File: src/rtl/sdram_copy_engine.sv
// Word-by-word SDRAM block copy as an Avalon-MM master:
// read one source word, write it to the destination, repeat.
module sdram_copy_engine #(
    parameter int ADDR_W = 26,
    parameter int DATA_W = 32,
    parameter int CNT_W  = 16
) (
    input  logic              clk,
    input  logic              n_rst,
    input  logic              start,
    input  logic [ADDR_W-1:0] src_address,
    input  logic [ADDR_W-1:0] dst_address,
    input  logic [CNT_W-1:0]  word_count,
    output logic [ADDR_W-1:0] avm_address,
    output logic              avm_read,
    output logic              avm_write,
    output logic [DATA_W-1:0] avm_writedata,
    input  logic [DATA_W-1:0] avm_readdata,
    input  logic              avm_readdatavalid,
    input  logic              avm_waitrequest,
    output logic              busy,
    output logic              done
);

    typedef enum logic [2:0] {
        IDLE,
        RD_REQ,
        RD_WAIT,
        WR_REQ,
        DONE
    } state_t;

    state_t state, state_d;

    logic [ADDR_W-1:0] src_ptr;
    logic [ADDR_W-1:0] dst_ptr;
    logic [CNT_W-1:0]  remaining;
    logic [DATA_W-1:0] data_buf;

    logic load;
    logic capture;
    logic advance;

    always_ff @(posedge clk or negedge n_rst) begin
        if (!n_rst) begin
            state <= IDLE;
        end else begin
            state <= state_d;
        end
    end

    always_comb begin
        state_d = state;
        load    = 1'b0;
        capture = 1'b0;
        advance = 1'b0;
        unique case (state)
            IDLE: begin
                if (start) begin
                    load    = 1'b1;
                    state_d = (word_count != '0) ? RD_REQ : DONE;
                end
            end
            RD_REQ: begin
                if (!avm_waitrequest) state_d = RD_WAIT;
            end
            RD_WAIT: begin
                if (avm_readdatavalid) begin
                    capture = 1'b1;
                    state_d = WR_REQ;
                end
            end
            WR_REQ: begin
                if (!avm_waitrequest) begin
                    advance = 1'b1;
                    state_d = (remaining != CNT_W'(1)) ? RD_REQ : DONE;
                end
            end
            DONE: state_d = IDLE;
            default: state_d = IDLE;
        endcase
    end

    always_ff @(posedge clk or negedge n_rst) begin
        if (!n_rst) begin
            src_ptr   <= '0;
            dst_ptr   <= '0;
            remaining <= '0;
            data_buf  <= '0;
        end else begin
            if (load) begin
                src_ptr   <= src_address;
                dst_ptr   <= dst_address;
                remaining <= word_count;
            end else if (advance) begin
                // pointers wrap naturally at 2^ADDR_W
                src_ptr   <= src_ptr + ADDR_W'(1);
                dst_ptr   <= dst_ptr + ADDR_W'(1);
                remaining <= remaining - CNT_W'(1);
            end
            if (capture) data_buf <= avm_readdata;
        end
    end

    assign avm_read      = (state == RD_REQ);
    assign avm_write     = (state == WR_REQ);
    assign avm_writedata = data_buf;
    assign busy          = (state != IDLE);
    assign done          = (state == DONE);

    always_comb begin
        avm_address = '0;
        unique case (1'b1)
            (state == RD_REQ): avm_address = src_ptr;
            (state == WR_REQ): avm_address = dst_ptr;
            default: ;
        endcase
    end

endmodule

File: config.mk
export PLATFORM = sky130hd
export DESIGN_NAME = sdram_copy_engine
export DESIGN_NICKNAME = d
export VERILOG_FILES = /design/src/rtl/sdram_copy_engine.sv
export SDC_FILE = /design/constraint.sdc
export NUM_CORES = 1
export LEC_CHECK = 0
export ABC_AREA = 1
export CAP_MARGIN = 10
export CORE_AREA = 4 4 132 134
export DETAILED_ROUTE_END_ITERATION = 10
export DIE_AREA = 0 0 136 138
export GPL_ROUTABILITY_DRIVEN = 0
export PLACE_DENSITY = 0.75
export RECOVER_POWER = 25
export SLEW_MARGIN = 5
export SYNTH_ARGS = -nofsm -noshare
export SYNTH_HDL_FRONTEND = slang
export SYNTH_SLANG_ARGS = --single-unit
File: constraint.sdc
create_clock -name clk -period 2.75 [get_ports clk]
set_clock_uncertainty 0.1 [all_clocks]
set_input_delay 0.6875 -clock clk [delete_from_list [all_inputs] [get_ports clk]]
set_output_delay 0.6875 -clock clk [all_outputs]
set_load 0.02 [all_outputs]
Yosys cells after proc, flatten, opt, wreduce, memory -nomap -nowiden
Cells that the tools add are included.

storage, ports and cells
  word-level logic and storage cells = 42
  bits in read-only memories = 0
  output and inout port bits = 62
  register bits = 103
  bits in latches = 0
  bits in writable memories = 0
  memories kept = 0
  input port bits = 105

operators by class
  shifts and indexed selects = 0
  reduce and logical (&&, ||, !) cells = 5
  bitwise operators = 0
  $lt $le $gt $ge = 0
  $add $sub $neg = 3
  multiplexer cells = 20
  equal/unequal tests = 9
  div/mod/pow operators = 0
  multipliers = 0

operators by type and width
  operator                                                               number
  26-bit two-way mux                                                     4
  26-bit by 1-bit adder with 26-bit output (second input constant)       2
  26-bit one-hot mux with 2 select lines                                 1
  16-bit two-way mux                                                     2
  3-bit two-way mux                                                      6
  16-bit by 1-bit != test with 1-bit output (second input constant)      1
  16-bit nonzero test                                                    1
  16-bit by 1-bit subtractor with 16-bit output (second input constant)  1
  3-bit one-hot mux with 4 select lines                                  1
  2-bit != test (second input constant)                                  4
  3-bit by 2-bit == test with 1-bit output (second input constant)       2
  1-bit two-way mux                                                      6
  4-bit AND reduction                                                    1
  3-bit by 1-bit == test with 1-bit output (second input constant)       1
  3-bit == test (second input constant)                                  1
  3-bit logical NOT                                                      1
  3-bit nonzero test                                                     1
  2-bit nonzero test                                                     1

Depth between registers and ports, before layout
Gate-level depths: netlist (run 1).

  word-level depth = 4
  mapped depth = 11
  depth with buffers taken out = 10

Worst setup path before layout (run 1)
OpenSTA, ideal clock, no wires.

  path type = flip-flop to output port
  start = reg state[1]
  end = out avm_address[0]
  required time = 1.962 ns
  cell stages (with the launch flop) = 5
  data arrival time = 1.790 ns
  slack = 0.172 ns
  buffers on the path = 1
  cell sequence = dfrtp_1 nor3_1 inv_2 buf_2 o22ai_1

between the ends
  word-level cells in the longest chain between the ends = 2
  elaborated cells between the ends (all ways) = 3
  those cells by class = 2 x eq/ne; 1 x mux

RTL lines
  element                                   RTL line  source
  from (decl)                               33        state_t state, state_d;
  from (signal assigned)                    48        state <= state_d;
  3-bit by 1-bit == test with 1-bit output  n/a
  named net avm_read                        15        output logic avm_read,
  26-bit one-hot mux with 2 select lines    113       unique case (1'b1)
  to (decl)                                 14        output logic [ADDR_W-1:0] avm_address,

The timed path passes the listed nets, and every way through them passes these cells.

Worst setup path after layout (run 1)
  start = reg state[2]
  end = out avm_address[12]

between the ends
  word-level cells in the longest chain between the ends = 2
  elaborated cells between the ends (all ways) = 3
  those cells by class = 2 x eq/ne; 1 x mux

RTL lines
  element                                                                                                      RTL line
  3-bit by 2-bit == test with 1-bit output / 3-bit by 1-bit == test with 1-bit output (equally long branches)  115, 114
  26-bit one-hot mux with 2 select lines *                                                                     113

Every way passes the cells marked *; elsewhere a longest branch is shown, timed or not.

==> results_dict.tcl, run 1 <==
set metrics [dict create \
    cp.required_ns 1.96 \
    drt_iter0_drc 553 \
    yosysSeqAreaShare_pct 40.2 \
    async_reset_ff_share_pct 100 \
    crit_chain "inv_2 -> nand3_4 -> buf_4 -> o21ai_0 -> dlygate4sd2_1" \
    grt_max_degree 51 \
    wire_per_inst_um 16.0 \
    max_stage_delay_ns 0.41 \
    netlist_instances 886 \
    syn_to_final_growth_pct 33.9 \
    wl_met1_mm 8.39 \
    synth_edf_count 0 \
    max_freq_ghz 0.387 \
    clockBufferDepth 2 \
    die-height_um 138 \
    grt_pass1_wl_mm 32.8 \
    synth_top_area_cell "dfrtp_1" \
    vias_per_cell 5.07 \
    clk_pin_slew_ns 0.08 \
    start_kind "register" \
    ys_seq_elements 103 \
    worst_path_max_delay_cell "dfrtp_1" \
    cts_tree "yes" \
    tightest_slew_ns 1.14 \
    num_rows 47 \
    dr_wl_met2_mm 9.06 \
    power.density_mw_per_mm2 1090 \
    crit_type "register to output port" \
    grt.total_usage_pct 22.0 \
    fp.dieArea_mm2 0.0188 \
    drive_gt1_share_pct 7.88 \
    grt_overflow 0 \
    detail-route-antenna-nets 0 \
    worstSkewPairLatency_ns 0.35 \
    diodes 0 \
    grt_pass1_vias 6232 \
    worstPathArrival_ns 1.80 \
    cts_sinks 103 \
    start_util_pct 39.4 \
    drv_cap 0 \
    synth.area.top_cells "dfrtp_1 (40%), nand2_1 (15%), nor2_1 (6.8%)" \
    place_ws_ns 0.147 \
    setup_viol 0 \
    h-tree-depth 3 \
    syn-cell-area_mm2 0.00641 \
    fin_crit_sh_pct 93.9 \
    p_total_w 0.00937 \
    ys_warn_count 0 \
    numPortBuffers 166 \
    rsz0062_at_grt "no" \
    dpl.hpwl_mm 15.6 \
    drv_slew 0 \
    syn_avg_cell_area_um2 7.24 \
    leakage_nw 3.98 \
    hold_path_class "input pin to asynchronous set/reset pin" \
    drt-total-wl_mm 20.4 \
    fin_tns_setup_ns 0 \
    critPathCaptureType "output port" \
    cts_setup_buffers 0 \
    top_layer "met4" \
    die_w_um 136 \
    maxSlewHeadroom_pct 24.2 \
    path_buf_inv 3 \
    critPathMaxFanout 23 \
    drcViolationCount 0 \
    synth_top_area_share_pct 40.2 \
    finalWorstSetupSlack_ns 0.167 \
    boundaryPins 167 \
    cts_buffers 9 \
    first_pass_iters 5 \
    finalHoldViolCount 0 \
    finalCriticalPeriod_ns 2.58 \
    vias 6450 \
    grt_antenna_before_repair 0 \
    layout.nets 1157 \
    ys.flop_type "dfrtp_1" \
    synth_cell_types 31 \
    root_buffer "clkbuf_16" \
    route.met3.wl_mm 2.33 \
    cp_top_family "buffers and inverters" \
    synth_nets 995 \
    coreArea_mm2 0.0163 \
    outcome "completed" \
    vdd_drop_max_mv 0.580 \
]
[synthesized netlist by cell type (2+ instances only)]
master and n:
a21oi_1 19, buf_1 2, buf_2 19, buf_4 3, buf_6 5, dfrtp_1 103, ha_1 4, inv_1 108
inv_2 4, mux2_2 32, nand2_1 251, nand2_2 4, nand3_1 75, nand4_1 11, nor2_1 116, nor2_2 2
nor3_1 4, o211ai_1 7, o21ai_0 18, o21ai_1 23, o21bai_1 7, o221ai_1 2, o22ai_1 28, xor2_1 32
[state kept, by name, summed over array words and instances (netlist names)]
| register | cells |
|---|---|
| remaining | 16 |
| avm_writedata | 32 |
| dst_ptr | 26 |
| src_ptr | 26 |
| state | 3 |
[cells in the final DEF, fill, tap and decap left out, drive strengths merged]
cell           instances
nand3                 76
nor3                   4
o221ai                 2
bufinv                 2
buf                   13
o221a                  1
a21oi                 19
xor2                  32
o211ai                 7
inv                  114
nand4                 11
ha                     4
clkinvlp               2
clkbuf                17
dlygate4sd2           21
dfrtp                103
mux2                  32
nor2                 119
clkinv                 2
clkdlybuf4s50        139
and2                   1
o21bai                 7
xnor2                  1
nand2                255
o21ai                 41
o22ai                 28
[logic make-up (layout without fill, tap and decap cells)]
family                   after synthesis  in the layout  share of synthesized area [%]
AO/OA/AOI/OAI                        105            105                           9.50
XOR/XNOR                              33             33                           4.51
adder cells (fa/ha/maj)                4              4                          0.780
buffers and inverters                143            310                           9.56
flip-flops                           103            103                           40.2
multiplexers                          32             32                           5.62
AND/OR/NAND/NOR                      466            466                           29.8
[worst register-to-register path, stage by stage (launching register included)]
cell     delay, ns
dfrtp_1       0.38
buf_4         0.16
nor2_1        0.13
nand2_2       0.09
inv_2         0.07
nand2_2       0.19
inv_4         0.40
nand2_1       0.12
o21ai_1       0.10
inv_1         0.06
nand2_1       0.07
[worst paths after layout]
path / start / end / slack (ns) / cells past startpoint
worst max-delay path: state[2] / avm_address[12] / 0.17 / 5
min in group clk: remaining[14] / remaining[14] / 0.40 / 2
worst min register to register: remaining[14] / remaining[14] / 0.40 / 2
worst min-delay path: n_rst / dst_ptr[8] / 0.39 / 1
max in group asynchronous: n_rst / avm_writedata[13] / 0.46 / 2
worst max register to register: state[0] / dst_ptr[21] / 0.83 / 10
[timing repair]
action | CTS | global route
hold buffers | 0 | 0
setup endpoints to repair | 26 | 23
resized for setup | 27 | 14
gates cloned | 0 | 0
[area by class of cell]
cell class	count	area (um^2)
clock inverter	6	92.6
sequential	103	2580
timing repair buffer	180	1740
tap	220	275
inverter	114	434
fill	1576	7700
multi-input combinational	640	3230
clock buffer	10	239
[metrics by stage]
step,util [%],hold WS (ns),cells,cell area [um^2]
finish,52.7,0.389,1273,8590
global placement,51.1,0.383,1257,8320
CTS,52.9,0.229,1273,8620
floorplan,-,0.292,886,6410
detailed placement,51.1,0.389,1257,8320
global route,52.7,0.416,1273,8590
[power breakdown]
part	internal (W)	leakage, nW	switching [W]	total [W]
Sequential	0.00225	1.24	0.000674	0.00293
Combinational	0.00204	2.58	0.00297	0.00501
Clock	0.000828	0.155	0.000608	0.00144
Total	0.00512	3.98	0.00425	0.00937
[per-layer routing]
layer	global-route usage, %	vias to the layer above
met5	0	-
met4	8.49	0
met3	8.10	34
met2	33.7	286
met1	28.1	2983
li1	-	3147
Power figures use the tool's default switching activity.
==> inputs of run 2 (changes only) <==
--- a/config.mk
+++ b/config.mk
@@ -11,7 +11,7 @@
 export DETAILED_ROUTE_END_ITERATION = 10
 export DIE_AREA = 0 0 136 138
 export GPL_ROUTABILITY_DRIVEN = 0
-export PLACE_DENSITY = 0.75
+export PLACE_DENSITY = 0.67
 export RECOVER_POWER = 25
 export SLEW_MARGIN = 5
 export SYNTH_ARGS = -nofsm -noshare
==> run 2 against run 1 <==
  * The flow now finishes with violations (max-capacitance violations, max-slew violations)
  * Critical endpoint is now avm_address[24]
  * Maximum frequency down 2.9%
  * Total power down 0.11%
  * Highest routed layer unchanged
  * Clock power about the same
  * Cell area up 0.23%
==> results_dict.tcl, run 2 (synthesis gave the netlist of run 1 again) <==
set metrics [dict create \
    outcome "complete, but fails checks" \
    violations "max-capacitance violations, max-slew violations" \
    grt.total_usage_pct 21.4 \
    place_ws_ns 0.119 \
    fin_crit_sh_pct 96.8 \
    critPathCaptureType "output port" \
    coreArea_mm2 0.0163 \
    wire_per_inst_um 15.6 \
    drv_slew 65 \
    hold_path_class "input pin to asynchronous set/reset pin" \
    regToRegStartpoint "state[0]" \
    fin_tns_setup_ns 0 \
    tightest_slew_ns 1.63 \
    grt_antenna_before_repair 0 \
    drcViolationCount 0 \
    vias_per_cell 4.97 \
    drv_cap 1 \
    root_buffer "clkbuf_16" \
    r2r_slack_ns 0.67 \
    finalHoldViolCount 0 \
    detail-route-antenna-nets 0 \
    most-common-layout-cells "nand2_1 (251), clkdlybuf4s50_1 (138), nor2_1 (116)" \
    cp_top_family "buffers and inverters" \
    fp.dieArea_mm2 0.0188 \
    num-fill-cells 1598 \
    die-height_um 138 \
    critPathMaxFanout 14 \
    vdd_drop_max_mv 0.746 \
    pwr-share-comb_pct 53.5 \
    r2r_cells 11 \
    r2r-end "src_ptr[25]" \
    setup_viol 0 \
    numPortBuffers 166 \
    start_kind "register" \
    worst_path_max_delay_cell "dfrtp_1" \
    multi_input_area_mm2 0.00323 \
    crit_chain "inv_2 -> nand3_4 -> buf_4 -> o22ai_1 -> dlygate4sd2_1" \
    die_w_um 136 \
    maxSlewHeadroom_pct -8.92 \
    grt_pass1_vias 6216 \
    grt_overflow 0 \
    vias 6338 \
    max_stage_delay_ns 0.42 \
    drt-total-wl_mm 19.9 \
    leakage_nw 3.99 \
    cts_buffers 9 \
    cts_hold_buffers 0 \
    drive_gt1_share_pct 7.96 \
    seqPwrFrac_pct 31.2 \
    boundaryPins 167 \
    crit_type "register to output port" \
    max_freq_ghz 0.376 \
    p_sw_w 0.00431 \
    cp.required_ns 1.96 \
    worstPathArrival_ns 1.87 \
    h-tree-depth 3 \
    power.density_mw_per_mm2 1090 \
    first_pass_iters 5 \
    syn_to_final_growth_pct 34.2 \
    layout.nets 1159 \
    start_util_pct 39.4 \
    clockBufferDepth 2 \
    num_rows 47 \
    p_int_w 0.00505 \
    dpl.hpwl_mm 15.2 \
    worstSkewPairLatency_ns 0.36 \
    grt_max_degree 65 \
    finalCriticalPeriod_ns 2.66 \
    swShare_pct 46.1 \
    cts_tree "yes" \
    clockPowerShare_pct 15.2 \
    cts_sinks 103 \
    finalWorstSetupSlack_ns 0.0882 \
    crit_path_start "state[2]" \
    final_common_cell "nand2_1" \
    regArea_mm2 0.00258 \
    clk_pin_slew_ns 0.08 \
    path_buf_inv 3 \
    diodes 0 \
    grt_pass1_wl_mm 32.0 \
    drt_iter0_drc 453 \
    largest_reg_flops 32 \
]
[run 2: timing repair]
action,in CTS,in global routing
buffers inserted,0,0
gates resized for setup,27,17
setup endpoints to repair,26,19
[run 2: power groups by stage]
stage               clock network [W]  logic, W  registers (W)
global route                  0.00152   0.00555        0.00302
CTS                           0.00147   0.00504        0.00291
global placement                    0   0.00512        0.00291
finish                        0.00143   0.00501        0.00292
floorplan                           0   0.00296        0.00308
detailed placement                  0   0.00518        0.00293
[run 2: final cells by class]
| cell class | count | share of cell area (%) |
|---|---|---|
| clock buffers | 9 | 2.62 |
| well taps | 220 | 3.20 |
| inverters | 114 | 5.01 |
| multi-input cells | 640 | 37.5 |
| clock inverters | 7 | 1.28 |
| repair buffers | 182 | 20.5 |
| flip-flops and latches | 103 | 29.9 |
[run 2: worst max path at each step]
| stage | slack (ns) | to | cells after the start |
|---|---|---|---|
| floorplan | 0.17 | avm_address[0] | 4 |
| global placement | 0.17 | avm_address[6] | 5 |
| detailed placement | 0.12 | avm_address[11] | 5 |
| CTS | 0.002 | avm_address[11] | 5 |
| global route | -0.05 | avm_address[6] | 5 |
| finish | 0.09 | avm_address[24] | 5 |
[run 2: metal layers]
metal | track usage [%] | share of wire (%) | up-vias
li1 | - | - | 3163
met1 | 27.0 | 42 | 2913
met2 | 33.9 | 46 | 238
met3 | 8.58 | 11 | 24
met4 | 5.89 | 1.8 | 0
met5 | 0 | 0 | -
[run 2: through the flow]
stage | power (W) | hold WS (ns) | cells | utilization, % | area [um^2]
global route | 0.0101 | 0.0923 | 1275 | 52.9 | 8610
global placement | 0.00803 | 0.381 | 1259 | 51.1 | 8320
floorplan | 0.00604 | 0.292 | 886 | - | 6410
detailed placement | 0.00811 | 0.389 | 1259 | 51.1 | 8320
CTS | 0.00943 | 0.0190 | 1275 | 53.0 | 8630
finish | 0.00936 | 0.0915 | 1275 | 52.9 | 8610
